`config.mk`:
```
export PLATFORM = sky130hd
export DESIGN_NAME = max_pool_ctrl
export DESIGN_NICKNAME = d
export VERILOG_FILES = /design/src/rtl/max_pool_pkg.sv /design/src/rtl/max_pool_stride_cnt.sv /design/src/rtl/max_pool_ctrl.sv
export SDC_FILE = /design/constraint.sdc
export NUM_CORES = 1
export LEC_CHECK = 0
export ABC_CLOCK_PERIOD_IN_PS = 6100
export CAP_MARGIN = 5
export CORE_MARGIN = 5
export CORE_UTILIZATION = 57
export CTS_CLUSTER_DIAMETER = 40
export CTS_CLUSTER_SIZE = 20
export DETAILED_ROUTE_END_ITERATION = 7
export GPL_ROUTABILITY_DRIVEN = 0
export HOLD_SLACK_MARGIN = 0.15
export PLACE_DENSITY = 0.84
export RECOVER_POWER = 50
export SYNTH_ARGS = -nofsm -noshare
export SYNTH_HDL_FRONTEND = slang
export SYNTH_SLANG_ARGS = --single-unit
```
`constraint.sdc`:
```
create_clock -name clk -period 6.1 [get_ports clk]
set_input_delay 1.22 -clock clk [delete_from_list [all_inputs] [get_ports clk]]
set_output_delay 1.22 -clock clk [all_outputs]
set_load 0.01 [all_outputs]
```
`src/rtl/max_pool_pkg.sv`:
```
// Shared types and geometry helpers for the max-pooling controller, datapath and bench.
package max_pool_pkg;

  typedef enum logic [1:0] {IDLE, RUN, DRAIN, DONE} state_e;

  localparam int DEF_ROW_SIZE   = 540;
  localparam int DEF_NUM_ROWS   = 540;
  localparam int DEF_KERNEL_DIM = 3;
  localparam int COL_W = $clog2(DEF_ROW_SIZE);
  localparam int ROW_W = $clog2(DEF_NUM_ROWS);
  localparam int PTR_W = $clog2(DEF_KERNEL_DIM);

  // Trailing positions that cannot fill a whole window are dropped (floor).
  function automatic int win_per_line(input int size, input int k, input int s);
    return (size - k) / s + 1;
  endfunction

  function automatic int win_per_frame(input int cols, input int rows, input int k, input int s);
    return win_per_line(cols, k, s) * win_per_line(rows, k, s);
  endfunction

  function automatic int last_aligned(input int size, input int k, input int s);
    return (k - 1) + (win_per_line(size, k, s) - 1) * s;
  endfunction

endpackage

```
`src/rtl/max_pool_stride_cnt.sv`:
```
// Wrapping position counter with stride phase; flags window-aligned and last-aligned positions.
// Phase restarts at K-1 and after every wrap, so alignment needs no divider.
module max_pool_stride_cnt
  import max_pool_pkg::*;
#(
  parameter int SIZE   = 540,
  parameter int K      = 3,
  parameter int STRIDE = 2,
  parameter int W      = $clog2(SIZE)
) (
  input  logic         clk,
  input  logic         rst_n,
  input  logic         clr_i,
  input  logic         en_i,
  output logic [W-1:0] pos_o,
  output logic         wrap_o,
  output logic         aligned_o,
  output logic         last_al_o
);

  localparam int PH_W = (STRIDE > 1) ? $clog2(STRIDE) : 1;
  localparam logic [W-1:0]    POS_MAX = W'(SIZE - 1);
  localparam logic [W-1:0]    KM1     = W'(K - 1);
  localparam logic [W-1:0]    LAST_AL = W'(last_aligned(SIZE, K, STRIDE));
  localparam logic [PH_W-1:0] PH_MAX  = PH_W'(STRIDE - 1);

  logic [W-1:0]    pos_q, pos_d;
  logic [PH_W-1:0] ph_q, ph_d;

  always_ff @(posedge clk or negedge rst_n) begin
    if (!rst_n) begin
      pos_q <= '0;
      ph_q  <= '0;
    end else begin
      pos_q <= pos_d;
      ph_q  <= ph_d;
    end
  end

  always_comb begin
    pos_d = pos_q;
    ph_d  = ph_q;
    if (clr_i) begin
      pos_d = '0;
      ph_d  = '0;
    end else if (en_i) begin
      if (pos_q == POS_MAX) begin
        pos_d = '0;
        ph_d  = '0;
      end else begin
        pos_d = pos_q + 1'b1;
        if (pos_q >= KM1) ph_d = (ph_q == PH_MAX) ? '0 : ph_q + 1'b1;
      end
    end
  end

  assign pos_o     = pos_q;
  assign wrap_o    = (pos_q == POS_MAX);
  assign aligned_o = (pos_q >= KM1) && (ph_q == '0);
  assign last_al_o = (pos_q == LAST_AL);

endmodule

```
`src/rtl/max_pool_ctrl.sv`:
```
// Raster/window sequencer for the max-pool datapath; tracks a POOL_LAT-deep valid pipe and stalls on out_ready.
// Optional MAX_POOL_CTRL_STATS_EN adds saturating stall_cycles / windows_out counters.
module max_pool_ctrl
  import max_pool_pkg::*;
#(
  parameter int KERNEL_DIM = 3,
  parameter int STRIDE     = 2,
  parameter int ROW_SIZE   = 540,
  parameter int NUM_ROWS   = 540,
  parameter int POOL_LAT   = 1
) (
  input  logic                          clk,
  input  logic                          rst_n,
  input  logic                          start,
  input  logic                          in_valid,
  output logic                          in_ready,
  output logic                          lb_wr_en,
  output logic [$clog2(ROW_SIZE)-1:0]   lb_wr_addr,
  output logic [$clog2(KERNEL_DIM)-1:0] lb_wr_row,
  output logic                          win_shift,
  output logic                          win_valid,
  output logic                          pipe_en,
  output logic                          out_valid,
  output logic                          out_last,
  input  logic                          out_ready,
  output logic                          busy,
  output logic                          frame_done
`ifdef MAX_POOL_CTRL_STATS_EN
  ,
  output logic [31:0]                   stall_cycles,
  output logic [31:0]                   windows_out
`endif
);

  localparam int CW = $clog2(ROW_SIZE);
  localparam int RW = $clog2(NUM_ROWS);
  localparam int PW = $clog2(KERNEL_DIM);

  state_e            state_q, state_d;
  logic              clr, hold, accept, run_st;
  logic              col_wrap, col_al, col_la, row_wrap, row_al, row_la;
  logic              win_last;
  logic [CW-1:0]     col_pos;
  logic [RW-1:0]     row_pos;
  logic [PW-1:0]     ptr_q, ptr_d;
  logic [POOL_LAT-1:0] vld_q, vld_d, lst_q, lst_d;

  assign clr     = (state_q == IDLE) && start;
  assign hold    = vld_q[POOL_LAT-1] && !out_ready;
  assign pipe_en = busy && !hold;
  assign in_ready = run_st && !hold;
  assign accept  = in_valid && in_ready;

  max_pool_stride_cnt #(.SIZE(ROW_SIZE), .K(KERNEL_DIM), .STRIDE(STRIDE), .W(CW)) u_col (
    .clk(clk), .rst_n(rst_n), .clr_i(clr), .en_i(accept),
    .pos_o(col_pos), .wrap_o(col_wrap), .aligned_o(col_al), .last_al_o(col_la)
  );

  max_pool_stride_cnt #(.SIZE(NUM_ROWS), .K(KERNEL_DIM), .STRIDE(STRIDE), .W(RW)) u_row (
    .clk(clk), .rst_n(rst_n), .clr_i(clr), .en_i(accept && col_wrap),
    .pos_o(row_pos), .wrap_o(row_wrap), .aligned_o(row_al), .last_al_o(row_la)
  );

  assign win_valid = accept && col_al && row_al;
  assign win_last  = win_valid && col_la && row_la;

  always_comb begin
    ptr_d = ptr_q;
    if (clr) ptr_d = '0;
    else if (accept && col_wrap) ptr_d = (ptr_q == PW'(KERNEL_DIM - 1)) ? '0 : ptr_q + 1'b1;
  end

  // Index 0 takes the launch; index POOL_LAT-1 is the datapath output stage.
  always_comb begin
    vld_d = vld_q;
    lst_d = lst_q;
    if (pipe_en) begin
      vld_d[0] = win_valid;
      lst_d[0] = win_last;
      for (int i = 1; i < POOL_LAT; i++) begin
        vld_d[i] = vld_q[i-1];
        lst_d[i] = lst_q[i-1];
      end
    end
  end

  always_ff @(posedge clk or negedge rst_n) begin
    if (!rst_n) begin
      state_q <= IDLE;
      ptr_q   <= '0;
      vld_q   <= '0;
      lst_q   <= '0;
    end else begin
      state_q <= state_d;
      ptr_q   <= ptr_d;
      vld_q   <= vld_d;
      lst_q   <= lst_d;
    end
  end

  always_comb begin
    state_d = state_q;
    case (state_q)
      IDLE:    if (start) state_d = RUN;
      RUN:     if (accept && col_wrap && row_wrap) state_d = DRAIN;
      DRAIN:   if (vld_q == '0) state_d = DONE;
      DONE:    state_d = IDLE;
      default: state_d = IDLE;
    endcase
  end

  always_comb begin
    busy       = (state_q != IDLE);
    run_st     = (state_q == RUN);
    frame_done = (state_q == DONE);
  end

  assign lb_wr_en   = accept;
  assign win_shift  = accept;
  assign lb_wr_addr = col_pos;
  assign lb_wr_row  = ptr_q;
  assign out_valid  = vld_q[POOL_LAT-1];
  assign out_last   = vld_q[POOL_LAT-1] && lst_q[POOL_LAT-1];

`ifdef MAX_POOL_CTRL_STATS_EN
  logic [31:0] stall_q, stall_d, wout_q, wout_d;

  always_comb begin
    stall_d = stall_q;
    wout_d  = wout_q;
    if (clr) begin
      stall_d = '0;
      wout_d  = '0;
    end else begin
      if (run_st && in_valid && !in_ready && stall_q != '1) stall_d = stall_q + 1'b1;
      if (out_valid && out_ready && wout_q != '1) wout_d = wout_q + 1'b1;
    end
  end

  always_ff @(posedge clk or negedge rst_n) begin
    if (!rst_n) begin
      stall_q <= '0;
      wout_q  <= '0;
    end else begin
      stall_q <= stall_d;
      wout_q  <= wout_d;
    end
  end

  assign stall_cycles = stall_q;
  assign windows_out  = wout_q;
`endif

endmodule

```
* Yosys cells after proc, flatten, opt, wreduce, memory -nomap -nowiden
Cells that the tools add are included.
W data, S select, Z words.
** Word-level totals
- Logic and storage cells :: 76
- Output and inout port bits :: 21
- Bits in read-only memories :: 0
- Register bits after elaboration :: 28
- Memories :: 0
- Memory bits (writable) :: 0
- Latch bits :: 0
- Input bits :: 5
** Operators by class
- Magnitude comparators :: 2
- Equality and inequality tests :: 11
- Multipliers :: 0
- Add/sub/neg operators :: 5
- Multiplexer cells :: 23
- Reduce and logical (&&, ||, !) cells :: 25
- Divide/modulo/power cells :: 0
- Shift operators :: 0
- Bitwise gates (word level) :: 2
** Operators by type and width (count)
- $mux W10 :: 6
- $eq A10 B10 Y1 const B :: 4
- $add A10 B1 Y10 const B :: 2
- $ge A10 B2 Y1 const B :: 2
- $logic_and A1 B1 Y1 :: 14
- $mux W2 :: 6
- $mux W1 :: 10
- $pmux W2 S4 :: 1
- $eq A2 B2 Y1 const B :: 3
- $reduce_bool A2 Y1 :: 3
- $reduce_bool A3 Y1 :: 2
- $ne A2 B2 Y1 const B :: 2
- $reduce_and A2 Y1 :: 2
- $reduce_and A3 Y1 :: 1
- $add A1 B1 Y1 const B :: 2
- $add A2 B1 Y2 const B :: 1
- $eq A2 B1 Y1 const B :: 1
- $logic_not A1 Y1 :: 2
- $logic_not A2 Y1 :: 1
- $ne A2 B1 Y1 const B :: 1
- $not A1 Y1 :: 2

* Depth between registers and ports, before layout
Gate-level depths: netlist of the first run.
- Depth in word-level cells :: 9
- Mapped depth :: 8

* Cells and area by module
From an unflattened synthesis of the first run, not the netlist that was laid out.
** Unflattened totals
- Cell total of the unflattened synthesis :: 178
- Area total of the unflattened synthesis :: 1696.6 µm²
** Modules (own cells, without submodules)
- max_pool_stride_cnt :: cells an instance 68, times used 2, area an instance 634.4 µm²
- max_pool_ctrl :: cells an instance 42, times used 1, area an instance 427.9 µm²

* Worst setup path after synthesis of the first run
Ideal clock, no wire load.
- Path type :: input port to output port
- From :: in out_ready
- To :: out win_valid
- Setup slack :: 2757 ps
- Arrival :: 2123 ps
- Buffers on the path :: 0
- Cell stages on the path :: 4
- Cells stage by stage :: nand2b_1 -> nand3_1 -> or4_1 -> nor2_1
** Between the ends
- Cells in the longest elaborated chain, start to end :: 7
** Ends and longest elaborated chain
- start, declared :: RTL line max_pool_ctrl.sv:25 : input logic out_ready,
- $logic_not A1 Y1 :: RTL line max_pool_ctrl.sv:49 : assign hold = vld_q[POOL_LAT-1] && !out_ready;
- $logic_and A1 B1 Y1 :: RTL line max_pool_ctrl.sv:49
- $logic_not A1 Y1 :: RTL line max_pool_ctrl.sv:51 : assign in_ready = run_st && !hold;
- $logic_and A1 B1 Y1 :: RTL line max_pool_ctrl.sv:51
- $logic_and A1 B1 Y1 :: RTL line max_pool_ctrl.sv:52 : assign accept = in_valid && in_ready;
- $logic_and A1 B1 Y1 (2 in a row) :: RTL line max_pool_ctrl.sv:64 : assign win_valid = accept && col_al && row_al;
- end, declared :: RTL line max_pool_ctrl.sv:21 : output logic win_valid,
Every way passes these cells.

* Final worst setup path of the first run
Ends and elaborated chain as after synthesis.

==> results by group, run 1 <==
Run status
  • Status: complete, but fails checks
  • Violated checks: capacitance limit, slew limit

Pwr
  • PwrDens: around 220 nW/um^2
  • Max VDD drop: 0.0002779 V
  • Leak Pwr: just under 0.0009 uW

CTS
  • H-tree levels: 1
  • Clock Latency Late Sink: between 0.3 and 0.4 ns
  • Post-CTS sizing: 0
  • Clock slew at reported path FFs: about 0.14 ns
  • Root Buffer: clkbuf_4
  • CTS tree: done
  • Post-CTS Setup Bufs: 0
  • Longest Clk Path Bufs: 2
  • Sink Count: 28
  • Post-CTS Hold Fix Bufs: 0
  • Total CTS buffers: 3

Finish
  • Synth-to-layout area growth: 18.26%
  • Nets: between 200 and 250
  • Layout fillers: 242
  • Fin cells: between 200 and 250
  • # diodes: 0
  • Proportion of layout cells with a drive suffix above 1: 0.05340

Routing
  • WL/cell: ~16 um
  • Routed WL: between 3 and 4 mm
  • Drt initial violations: 90
  • ANT nets after route: 0
  • Average via count per standard cell: roughly 6.2
  • First drt pass iteration count: 4
  • # DRC: 0
  • Vias: about 1500

Timing
  • Final Cycle Share: 0.7432
  • RSZ-0062 raised after global routing: false
  • Fin. max-slew vios: 28
  • Post-Route Setup TNS: 0 ns
  • Fin. Hold Viols: 0
  • Final Critical Period: 4.533 ns
  • Max_slew headroom: -0.001157
  • Final setup violating endpoints: 0
  • Peak Freq: approximately 0.22 GHz
  • Slew @ Worst Pin: approximately 1.5 ns
  • Worst Skew: 0.007329 ns

Floorplanning
  • Boundary pin count: 26
  • FP Rows: 19
  • Initial core utilization: 0.5960
  • Core area: 2781 sq um
  • Die height: roughly 64 um
  • Die area: 4087 sq um
  • Die width: around 64 um

Critical path
  • WP buf/inv: 2
  • Top delay family on crit path: buffers and inverters
  • Cell chain of the critical path: dlygate4sd3_1 -> nand2b_1 -> nand3_1 -> or4_1 -> nor2_1 -> clkdlybuf4s50_1
  • CP required: 4.88 ns
  • Crit Path Category: input pin to primary output
  • WP data arrival: about 3.3 ns
  • Max incr delay on CP: ~0.58 ns
  • Worst Reg2Reg Path Length in Cells: 7
  • Largest fanout on the critical path: 3
  • Crit. End Element: primary output
  • CP Launch Type: input pin
  • Critical-path top delay cell: clkdlybuf4s50_1
  • WP depth: 6

Synthesis
  • Cell taking the most area after synthesis: dfrtp_1
  • Cells after Synth: ~180
  • Top-count cell post-synth: dfrtp_1
  • Yosys reg bits: 28
  • Fraction of the yosys area taken by sequential cells: 0.4226
  • Yosys cell types: 43
  • Number of synthesized flops with an enable pin: 0
  • Syn_area_per_cell: 9.109 sq um
  • Yosys Warn Count: 0
  • Post-Syn Area: 1658 sq um
  • Synth top cells by count: dfrtp_1, nor2_1, nand2_1
  • Top_reg_cell synth: dfrtp_1
  • Dominant cells by area after synthesis: dfrtp_1, ha_1, nor2_1
  • Post-Syn Nets: between 150 and 200
  • Top cell type's share of synthesized area: 0.4226
  • Async SR Flop Fraction: 1.000

Placement
  • Cell count after placement: roughly 230
  • HPWL after DPL: 2.872 mm
  • Port Buffers: 25

Global routing
  • Number of global-route vias before repair: roughly 1400
  • Total grt overflow: 0
  • GRT Util Overall: 0.2032
  • Largest net degree at the start of global routing: 29
  • Initial antenna violation count: 0
  • First-pass GRT wire length: 6.617 mm

Flow run
  • Max-cap violation count: 1

Hold path
  • Hold Path Depth: 1
  • Worst min-delay path category: flop to flop
power breakdown:
| group | switching, uW | internal, uW |
|---|---|---|
| clock | 55.9 | 36.6 |
| combinational | 49.8 | 57.8 |
| sequential | 30.6 | 205 |
| total | 136 | 299 |
per-layer routing:
layer | track usage | part of all wire
met1 | 0.2652 | 0.46
met5 | 0 | 0
met3 | 0.02627 | 0.036
met4 | 0.08052 | 0.019
met2 | 0.3405 | 0.49
stage by stage:
step | utilization | cell area [sq um] | total power [uW] | setup WS, ns | hold WS, ns
global route | 0.7049 | 1961 | 465.5 | 1.422 | 0.5581
global placement | 0.6932 | 1928 | 343.7 | 1.742 | 0.4827
floorplan | - | 1658 | 291.3 | 2.757 | 0.4650
CTS | 0.7063 | 1964 | 440.7 | 1.625 | 0.5300
detailed placement | 0.6932 | 1928 | 347.4 | 1.628 | 0.4921
finish | 0.7049 | 1961 | 435.4 | 1.567 | 0.5255
flip-flops by register name, summed over array words and instances (netlist names):
signal / count
lb_wr_row: 2
lst_q: 1
out_valid: 1
state_q: 2
u_col.ph_q: 1
u_col.pos_o: 10
u_row.ph_q: 1
u_row.pos_o: 10
layout make-up:
cell class | instances | area [sq um] | area share
multi-input cells | 141 | 904.6 | 0.4614
flip-flops and latches | 28 | 700.7 | 0.3574
repair buffers | 26 | 254.0 | 0.1295
well taps | 31 | 38.79 | 0.01978
clock buffers | 4 | 36.28 | 0.01851
inverters | 7 | 26.28 | 0.01340
cell families after synthesis:
family,count (synthesis),synth area share
and+or+nand+nor,91,0.2943
AOI/OAI and AO/OA,29,0.1125
DFF,28,0.4226
buffers and inverters,13,0.03170
adders and majority gates,9,0.06793
xor gates and xnor gates,8,0.04227
muxes,4,0.02868
placed cells by master (no fill, tap or decap), types with 2 or more instances in the layout:
master           count
clkdlybuf4s50_1     15
a31oi_1              2
nand4_1              6
o21ai_0              8
nor3_1               7
nand2_1             17
nor3b_1              2
dlygate4sd3_1       10
and2_1               4
dfrtp_1             28
or3_1                7
ha_1                 9
nand3_1              9
inv_1                7
nor4_1               2
nor2_1              20
xnor2_1              7
a21oi_1              9
clkbuf_4             3
and3_1               3
mux2_2               2
and2_0               2
and4_1               2
or4_1                2
nor4b_1              2
path summary, 6_finish.rpt:
| check | start | to | slack (ns) |
|---|---|---|---|
| setup / recovery | out_ready | win_valid | 1.57 |
| hold / removal | lst_q | lst_q | 0.53 |
| setup reg to reg | state_q[1] | u_row.pos_o[4] | 3.54 |
| hold reg to reg | lst_q | lst_q | 0.53 |
| max in group asynchronous | rst_n | u_col.pos_o[4] | 3.47 |
| min in group asynchronous | rst_n | u_col.pos_o[6] | 1.75 |
No activity file was read; power rests on OpenSTA's default activity.
==> run 2, diff against run 1 <==
--- a/config.mk
+++ b/config.mk
@@ -5,16 +5,16 @@
 export SDC_FILE = /design/constraint.sdc
 export NUM_CORES = 1
 export LEC_CHECK = 0
-export ABC_CLOCK_PERIOD_IN_PS = 6100
+export ABC_CLOCK_PERIOD_IN_PS = 4600
 export CAP_MARGIN = 5
 export CORE_MARGIN = 5
-export CORE_UTILIZATION = 57
+export CORE_UTILIZATION = 53
 export CTS_CLUSTER_DIAMETER = 40
 export CTS_CLUSTER_SIZE = 20
 export DETAILED_ROUTE_END_ITERATION = 7
 export GPL_ROUTABILITY_DRIVEN = 0
 export HOLD_SLACK_MARGIN = 0.15
-export PLACE_DENSITY = 0.84
+export PLACE_DENSITY = 0.79
 export RECOVER_POWER = 50
 export SYNTH_ARGS = -nofsm -noshare
 export SYNTH_HDL_FRONTEND = slang
==> constraint.sdc (replaced) <==
create_clock -name clk -period 4.6 [get_ports clk]
set_input_delay 0.92 -clock clk [delete_from_list [all_inputs] [get_ports clk]]
set_output_delay 0.92 -clock clk [all_outputs]
set_load 0.01 [all_outputs]
==> run 2 against run 1 <==
Net effect: the run now ends clean; cell area grew 1.7%; worst setup slack lost 0.86 ns; highest routed layer unchanged; clock power grew 75%; first-iteration DRC count grew 60%; clock skew grew 0.00064 ns; register-to-register slack lost 1.5 ns; non-clock buffer count is the same; wire length shrank 1.8%; clock-buffer cell count shrank 1.
==> results by group, run 2 (synthesis gave the netlist of run 1 again) <==
Run status
  • Status: complete, no violations

Hold path
  • Worst min-delay path category: flop to flop

CTS
  • Total CTS buffers: 3
  • Clock slew at reported path FFs: approximately 0.15 ns
  • Longest Clk Path Bufs: 2
  • Post-CTS Setup Bufs: 0
  • Sink Count: 28
  • Post-CTS Hold Fix Bufs: 0
  • H-tree levels: 1
  • Clock Latency Late Sink: about 0.33 ns
  • CTS tree: done
  • Post-CTS sizing: 0
  • Root Buffer: clkbuf_4

Timing
  • Slew @ Worst Pin: around 1.1 ns
  • Worst Skew: 0.007967 ns
  • Final setup violating endpoints: 0
  • Post-Route Setup TNS: 0 ns
  • Final Cycle Share: 0.8456
  • Final WS setup: 0.7103 ns
  • Fin. max-slew vios: 0
  • Final Critical Period: about 3.9 ns
  • Peak Freq: 0.2571 GHz
  • Fin. Hold Viols: 0
  • RSZ-0062 raised after global routing: false
  • Max_slew headroom: 0.2870

Flow run
  • Max-cap violation count: 0

Critical path
  • Max incr delay on CP: around 0.57 ns
  • Critical-path top delay cell: clkdlybuf4s50_1
  • Largest fanout on the critical path: 3
  • Cell chain of the critical path: dlygate4sd3_1 -> nand2b_1 -> nand3_1 -> or4_1 -> nor2_1 -> clkdlybuf4s50_1
  • CP required: about 3.7 ns
  • R2R Setup Slk: around 2.1 ns
  • WP data arrival: about 3.0 ns
  • Crit Path Category: input pin to primary output
  • CP Launch Type: input pin
  • Crit. End Element: primary output

Global routing
  • Largest net degree at the start of global routing: 25
  • Initial antenna violation count: 0
  • Number of global-route vias before repair: about 1500
  • Total grt overflow: 0
  • First-pass GRT wire length: roughly 6.6 mm
  • GRT Util Overall: 0.1911

Finish
  • Synth-to-layout area growth: 20.23%
  • # diodes: 0
  • Layout fillers: 247
  • Commonest non-fill, non-tap cell in the layout: dfrtp_1
  • Nets: around 220
  • Most frequent cells in the layout: dfrtp_1, nor2_1, nand2_1
  • Proportion of layout cells with a drive suffix above 1: 0.05340
  • Final instance area: 1993 sq um

Routing
  • WL/cell: roughly 15 um
  • # DRC: 0
  • ANT nets after route: 0
  • Average via count per standard cell: around 6.0
  • Drt initial violations: between 100 and 150
  • Vias: 1499
  • Routed WL: 3.790 mm
  • First drt pass iteration count: 4

Floorplanning
  • FP Rows: 20
  • Die width: ~66 um
  • Die area: ~4300 sq um
  • Core area: ~3000 sq um
  • Die height: approximately 66 um
  • Initial core utilization: 0.5475
  • Boundary pin count: 26

Pwr
  • Max VDD drop: 0.0002065 V
  • Leak Pwr: 0.0008937 uW
  • PwrDens: between 300 and 400 nW/um^2

Placement
  • Port Buffers: 25
  • HPWL after DPL: about 2.8 mm
  • Area post-placement: between 1500 and 2000 sq um
  • Dpl ws: approximately 0.78 ns
-- run 2: changes by cell type in the layout (fill, tap and decap cells not counted) --
cell | before | now
bufinv_16 | 0 | 1
clkbuf_8 | 1 | 0
-- run 2: layer usage --
layer	track usage	vias to the layer above	wire length, um
met2	0.3267	55	1937
met3	0.05102	4	229
met4	0.04569	0	25
li1	-	702	-
met5	0	-	0
met1	0.2397	738	1598
-- run 2: cell type report --
type,count,area (sq um),area share
flip-flops and latches,28,700.7,0.3515
clock inverters,1,30.03,0.01507
multi-input cells,141,904.6,0.4539
well taps,44,55.05,0.02762
clock buffers,3,22.52,0.01130
inverters,7,26.28,0.01318
repair buffers,26,254.0,0.1274
-- run 2: path summary, 6_finish.rpt --
| check | from | endpoint | cells past startpoint |
|---|---|---|---|
| worst min-delay path | lst_q | lst_q | 1 |
| max in group asynchronous | rst_n | u_row.pos_o[4] | 2 |
| worst min register to register | lst_q | lst_q | 1 |
| worst max register to register | state_q[1] | u_row.pos_o[7] | 7 |
| worst max-delay path | out_ready | win_valid | 6 |
| min in group asynchronous | rst_n | u_row.pos_o[0] | 1 |
-- run 2: worst max-delay path: cells and delay by family --
kind / cells / cell delay [ns]
buf+inv: 2 / 1.12
simple gates: 4 / 0.93
-- run 2: metrics by stage --
stage / util / total power (uW) / cells / hold slack [ns]
floorplan: - / 386.3 / 182 / 0.4650
global placement: 0.6421 / 458.6 / 246 / 0.4897
detailed placement: 0.6421 / 463.8 / 246 / 0.4969
CTS: 0.6595 / 625.0 / 250 / 0.5338
global route: 0.6583 / 652.5 / 250 / 0.5711
finish: 0.6583 / 619.0 / 250 / 0.5335
-- run 2: power by group --
| part | internal [uW] | switching [uW] |
|---|---|---|
| combinational | 75.5 | 66.2 |
| sequential | 271 | 43.7 |
| clock | 88.2 | 73.9 |
| total | 435 | 184 |
